--- src/rtl/trdb_out_arbiter.sv ---
// trdb_out_arbiter: merges trace and software-dump words into one FIFO toward the uDMA,
// with bounded sw starvation, stall absorption, fill level and sticky backpressure.
module trdb_out_arbiter #(
    parameter int XLEN          = 32,
    parameter int FIFO_DEPTH    = 16,
    parameter int SW_STARVE_MAX = 4
) (
    input  logic                          clk_i,
    input  logic                          rst_ni,
    input  logic [XLEN-1:0]               trace_word_i,
    input  logic                          trace_valid_i,
    output logic                          trace_grant_o,
    input  logic [XLEN-1:0]               sw_word_i,
    input  logic                          sw_valid_i,
    output logic                          sw_grant_o,
    input  logic                          flush_i,
    output logic [XLEN-1:0]               word_o,
    output logic                          word_valid_o,
    input  logic                          stall_i,
    output logic [$clog2(FIFO_DEPTH):0]   fill_level_o,
    output logic                          backpressure_o,
    input  logic                          clear_bp_i
);
    localparam int PW = $clog2(FIFO_DEPTH);
    localparam int CW = PW + 1;
    localparam int SW = $clog2(SW_STARVE_MAX + 1);
    localparam logic [CW-1:0] DEPTH_C  = CW'(FIFO_DEPTH);
    localparam logic [SW-1:0] STARVE_C = SW'(SW_STARVE_MAX);

    logic [XLEN-1:0] mem_q [FIFO_DEPTH];
    logic [XLEN-1:0] mem_d [FIFO_DEPTH];
    logic [PW-1:0]   wptr_q, wptr_d, rptr_q, rptr_d;
    logic [CW-1:0]   cnt_q, cnt_d;
    logic [SW-1:0]   starve_q, starve_d;
    logic            bp_q, bp_d;
    logic            full, empty, can_push, push, pop, bp_set;
    logic [XLEN-1:0] push_word;

    assign full     = cnt_q == DEPTH_C;
    assign empty    = cnt_q == '0;
    // Grants are held low during reset so nothing is accepted while state is cleared.
    assign can_push = !full && !flush_i && rst_ni;

    always_comb begin
        trace_grant_o = can_push && trace_valid_i && (!sw_valid_i || starve_q < STARVE_C);
        sw_grant_o    = can_push && sw_valid_i && !trace_grant_o;
        push          = trace_grant_o || sw_grant_o;
        push_word     = trace_grant_o ? trace_word_i : sw_word_i;
        pop           = !empty && !stall_i && !flush_i;
        bp_set        = (trace_valid_i || sw_valid_i) && full && !flush_i;
        mem_d         = mem_q;
        if (push) mem_d[wptr_q] = push_word;
        wptr_d   = flush_i ? '0 : push ? wptr_q + PW'(1) : wptr_q;
        rptr_d   = flush_i ? '0 : pop ? rptr_q + PW'(1) : rptr_q;
        cnt_d    = flush_i ? '0 : cnt_q + CW'(push) - CW'(pop);
        starve_d = (flush_i || !sw_valid_i || sw_grant_o) ? '0 :
                   (trace_grant_o && starve_q < STARVE_C) ? starve_q + SW'(1) : starve_q;
        bp_d     = bp_set ? 1'b1 : clear_bp_i ? 1'b0 : bp_q;
    end

    always_ff @(posedge clk_i or negedge rst_ni) begin
        if (!rst_ni) begin
            mem_q    <= '{default: '0};
            wptr_q   <= '0;
            rptr_q   <= '0;
            cnt_q    <= '0;
            starve_q <= '0;
            bp_q     <= 1'b0;
        end else begin
            mem_q    <= mem_d;
            wptr_q   <= wptr_d;
            rptr_q   <= rptr_d;
            cnt_q    <= cnt_d;
            starve_q <= starve_d;
            bp_q     <= bp_d;
        end
    end

    assign word_valid_o   = !empty;
    assign word_o         = empty ? '0 : mem_q[rptr_q];
    assign fill_level_o   = cnt_q;
    assign backpressure_o = bp_q;
endmodule

--- config.mk ---
export PLATFORM = sky130hd
export DESIGN_NAME = trdb_out_arbiter
export DESIGN_NICKNAME = d
export VERILOG_FILES = /design/src/rtl/trdb_out_arbiter.sv
export SDC_FILE = /design/constraint.sdc
export NUM_CORES = 1
export LEC_CHECK = 0
export ABC_AREA = 1
export ABC_CLOCK_PERIOD_IN_PS = 8100
export CAP_MARGIN = 20
export CORE_MARGIN = 2
export CORE_UTILIZATION = 33
export CTS_CLUSTER_DIAMETER = 120
export DETAILED_ROUTE_END_ITERATION = 10
export GPL_ROUTABILITY_DRIVEN = 0
export HOLD_SLACK_MARGIN = 0.06
export PLACE_DENSITY_LB_ADDON = 0.25
export SETUP_SLACK_MARGIN = 0.3
export SYNTH_ARGS = -nofsm -noshare
export SYNTH_HDL_FRONTEND = slang
export SYNTH_SLANG_ARGS = --single-unit
--- constraint.sdc ---
create_clock -name clk_i -period 8.1 [get_ports clk_i]
set_clock_uncertainty 0.05 [all_clocks]
set_input_delay 1.62 -clock clk_i [delete_from_list [all_inputs] [get_ports clk_i]]
set_output_delay 1.62 -clock clk_i [all_outputs]
set_load 0.005 [all_outputs]
# Word-level counts from Yosys, hierarchy flattened
# Index checks and enable logic that the tools add are counted.
[totals]
output_inout_bits = 41
reg_bits = 529
in_bits = 71
[op_classes]
eq_ne = 1
bitwise = 2
order_cmp = 4
add_sub_neg = 5
n_reduce_logical = 28
n_mux = 17
[op_table]
columns = ["op", "n"]
rows = [
  ["$bwmux 512", 1],
  ["$mux 32", 5],
  ["$bmux 32 s4", 1],
  ["$demux 32 s4", 1],
  ["$mux 4", 4],
  ["$logic_and 1x1->1", 12],
  ["$ge 5x5->1 const B", 2],
  ["$not 4->5", 2],
  ["$add 4x1->4 const B", 2],
  ["$reduce_bool 2->1", 4],
  ["$logic_not 1->1", 6],
  ["$mux 3", 2],
  ["$add 5x1->5", 1],
  ["$eq 5x5->1 const B", 1],
  ["$logic_not 5->1", 1],
  ["$logic_or 1x1->1", 5],
  ["$lt 5x1->1 const B", 1],
  ["$mux 5", 1],
  ["$sub 5x1->5", 1],
  ["$add 3x1->3 const B", 1],
  ["$lt 3x3->1 const B", 1],
  ["$mux 1", 2],
]

# Logic depth before layout (Yosys ltp)
[logic_depth]
ltp_word = 12
mapped_depth = 15
mapped_depth_nobuf = 15

# Worst setup path before layout
# No wires, ideal clock.
[synth_timing]
path_kind = "input to output"
startpoint = "input port flush_i"
endpoint = "output port trace_grant_o"
slack_ns = 4.018
arrival_time_ns = 2.412
n_path_buf = 2
required_ns = 6.430
cell_stages = 5
path_cell_list = "buf_2 -> nor2_4 -> nand3_1 -> buf_2 -> inv_1"
[synth_between]
elab_chain_len = 5
[synth_rtl]
columns = ["item", "line", "rtl"]
rows = [
  ["from (decl)", "16", "input logic flush_i,"],
  ["$logic_not 1->1", "42", "assign can_push = !full && !flush_i && rst_ni;"],
  ["$logic_and 1x1->1 (2 in series)", "42", ""],
  ["$logic_and 1x1->1 (2 in series)", "45", "trace_grant_o = can_push && trace_valid_i && (!sw_valid_i || starve_q < STARVE_C);"],
  ["to (decl)", "12", "output logic trace_grant_o,"],
]
# No other way between the ends.

# Final worst setup path
[layout_timing]
startpoint = "register rptr_q[2]"
endpoint = "output port word_o[1]"
[layout_between]
elab_chain_len = 5
[layout_rtl]
columns = ["item", "line", "rtl"]
rows = [
  ["from (decl)", "32", "logic [PW-1:0] wptr_q, wptr_d, rptr_q, rptr_d;"],
  ["from (signal assigned)", "72", "rptr_q <= rptr_d;"],
  ["$not 4->5 (implied by the code)", "80", "assign word_o = empty ? '0 : mem_q[rptr_q];"],
  ["$bmux 32 s4", "80", ""],
  ["$mux 32 (implied by the code) (2 in series)", "80", ""],
  ["$mux 32", "80", ""],
  ["to (decl)", "17", "output logic [XLEN-1:0] word_o,"],
]
# No other way between the ends. The select of a mux whose other input is x is not followed.

==> results.yml <==
run:
  max_cap_viol_count: 0
floorplanning:
  design.die.area_sq_um: 83500
  initial_core_util: 0.333
  io-pin-count: 112
  die_h_um: 289
  die-width_um: 289
  placement_rows: 104
  fp.coreArea_sq_um: 80400
clock_network:
  max_root_sink_buffers: 3
  cts_inserted_buffers: 60
  post_cts_resize_count: 0
  cts_hold_buffers: 0
  cts-htree-levels: 2
  clock-sinks: 529
  cts.clk_slew.worst_paths_ns: 0.06
  worst_skew_pair.late_latency_ns: 0.67
  tritoncts_clock_tree: "built"
  cts_post_setup_buffers_inserted: 0
  clk_root_buffer_cell: "clkbuf_16"
layout:
  n_fill_cell: 8530
  layout.cells.most_common: "nand2_1"
  layout.cells.most_common_list: "1769 x nand2_1, 680 x nand3_1, 526 x dfrtp_1"
  finish.instance_area_sq_um: 30700
  layout.nets: 3758
  post_route_cells_drive_above_1_share: 0.0508
  syn2layout_area_growth_pct: 14.7
  final_core_util: 0.382
  n_antenna_cell: 0
timing:
  slew_viol_final: 0
  max_slew_margin: 0.193
  timing.final.hold_violations: 0
  rsz0062_at_grt: "false"
  fin_ws_ns: 2.19
  final_setup_violations: 0
  final.period_utilization: 0.729
  tightest_slew_ns: 1.21
  max_freq_mhz: 169
  final.min_clock_period_ns: 5.91
  totalNegativeSetupSlack_ns: 0
  final.hold.worst_slack_ns: 0.428
yosys:
  synth-xor-area-share: 0.000981
  synth-seq-cells: 529
  synth_adder_area_share: 0.00635
  synth_seq_area_share: 0.494
  cell_variety_after_synth: 27
  synth.largest_area_cell: "dfrtp_1"
  synth_largest_type_area_fraction: 0.494
  netlist_area_sq_um: 26800
  syn_nets: 3814
  postSynthCellCount: 3730
  synth_compound_area_frac: 0.0394
  post_synth_and_or_nand_nor_area_fraction: 0.395
  yosys_warnings: 0
  postSynth.topFlopCell: "dfrtp_1"
  async_set_or_reset_flop_fraction_in_the_synthesized_netlist: 1.00
  synth_enable_flop_cells: 0
  main_combinational_cell_family_by_area_after_synthesis: "simple AND/OR/NAND/NOR gates"
  netlist_top_cells_area: "dfrtp_1 49%, nand2_1 25%, nand3_1 13%"
  postSynthAreaPerCell_sq_um: 7.18
  muxShareOfSynthArea: 0
drt:
  routed_wirelength_um: 101000
  vias: 25400
  drtPass1Iterations: 6
  via_per_inst: 5.31
  final_antenna_net_count: 0
  wl_per_cell_um: 21.2
  route.detailed.drc: 0
  dr.first_iter.drc_count: 2674
critical_path:
  crit_path_end_kind: "primary output"
  critical_path_peak_fanout: 34
  crit_chain: "buf_4 -> nand2_1 -> clkinv_2 -> buf_4 -> nand2_1 -> nand3_1 -> a21oi_1 -> nor2_1 -> clkdlybuf4s50_1"
  critical_path_data_arrival_time_ns: 4.24
  criticalPathCategory: "reg -> out"
  critical_path_buf_inv_count: 4
  required_ns: 6.43
  critPathTopFamily: "buffers and inverters"
  startpoint_type_of_the_worst_setup_path: "register"
  crit_path_max_incr_delay_ns: 0.64
  critical_path_top_delay_cell: "buf_4"
  reg2reg_slack_ns: 3.88
power_and_ir_drop:
  comb_power_share: 0.270
  power.density_nw_per_um2: 277
  switching_share: 0.345
  power.net_switching_mw: 2.94
  sequential_power_share: 0.384
  p_leak_nw: 16.4
  p_int_mw: 5.58
  part_of_the_power_in_the_clock_network: 0.345
  power.ir.vdd_worst_mv: 0.275
status:
  outcome: "finished clean"
grt:
  wire_length_of_the_first_global_routing_pass_um: 153000
  grt_antenna_before_repair: 0
  grt_util_all_layers: 0.243
  grt_max_degree: 198
  first_global_vias: 24100
  grt_remaining_overflow: 0
placement:
  post-dp-hpwl_um: 51900
  dpl-instance-area_sq_um: 28600
  dpl_worst_slack_ns: 2.56
  port-buffer-count: 111
min_path:
  timing.hold.worst.class: "reg -> reg"
## worst reg2reg max path: cells and delay by family, from the launching register on
kind / cells / cell delay [ns]
buffers and inverters: 5 / 2.35
and+or+nand+nor: 5 / 1.09
DFF: 1 / 0.38
adders and majority gates: 1 / 0.21
## registers in the layout, summed over array words and instances (netlist names)
signal	cells
mem_q	512
fill_level_o	5
rptr_q	4
wptr_q	4
starve_q	3
backpressure_o	1
## worst paths after layout
path	cells after the start	startpoint	end
max in group asynchronous	3	rst_ni	mem_q[26]
min	2	mem_q[436]	mem_q[436]
min reg2reg	2	mem_q[436]	mem_q[436]
max reg2reg	11	fill_level_o[3]	mem_q[456]
max	9	rptr_q[2]	word_o[1]
min in group asynchronous	1	rst_ni	mem_q[291]
## cells in the mapped netlist, types with 2 or more instances
library cell / n
nor2_1: 54
inv_2: 12
inv_1: 134
clkinv_1: 2
ha_1: 12
buf_4: 2
nand2_1: 1769
nor2_2: 8
nand4_1: 34
a21oi_1: 166
dfrtp_1: 529
clkbuf_1: 145
nand3_1: 681
buf_2: 105
buf_1: 23
o21ai_0: 42
xor2_1: 2
## layout make-up
type	count	area (sq um)	share of cell area
inverters	148	572	0.0186
repair buffers	157	1520	0.0496
clock buffers	90	1790	0.0584
well taps	1060	1330	0.0432
clock inverters	21	320	0.0104
multi-input cells	2778	11900	0.389
flip-flops and latches	529	13200	0.431
## through the flow
step / total power [mW] / cells
2_1_floorplan: 4.57 / 3730
6_report: 8.51 / 4783
4_1_cts: 8.55 / 4780
5_1_grt: 8.95 / 4783
3_5_place_dp: 5.60 / 4669
3_3_place_gp: 5.59 / 4669
## logic make-up after synthesis
logic type               Yosys count
AO/OA/AOI/OAI                    210
XOR/XNOR                           3
flip-flops                       529
AND/OR/NAND/NOR                 2552
buffers and inverters            423
adder cells (fa/ha/maj)           13
## power by group through the flow
stage          Sequential (mW)  Clock [mW]  Combinational (mW)
6_report                  3.27        2.94                2.30
5_1_grt                   3.32        3.08                2.54
4_1_cts                   3.27        2.98                2.30
3_5_place_dp              3.31           0                2.29
3_3_place_gp              3.31           0                2.28
2_1_floorplan             3.22           0                1.35
## metal layers
layer  vias to the layer above  global-route usage  wire (um)
met1                     12300               0.337      43600
met2                      1096               0.378      45300
met5                         -                   0          0
met4                         0              0.0818       3390
met3                       190              0.0486       9220
li1                      11800                   -          -
Note: power is estimated with default switching activity, not from simulation.
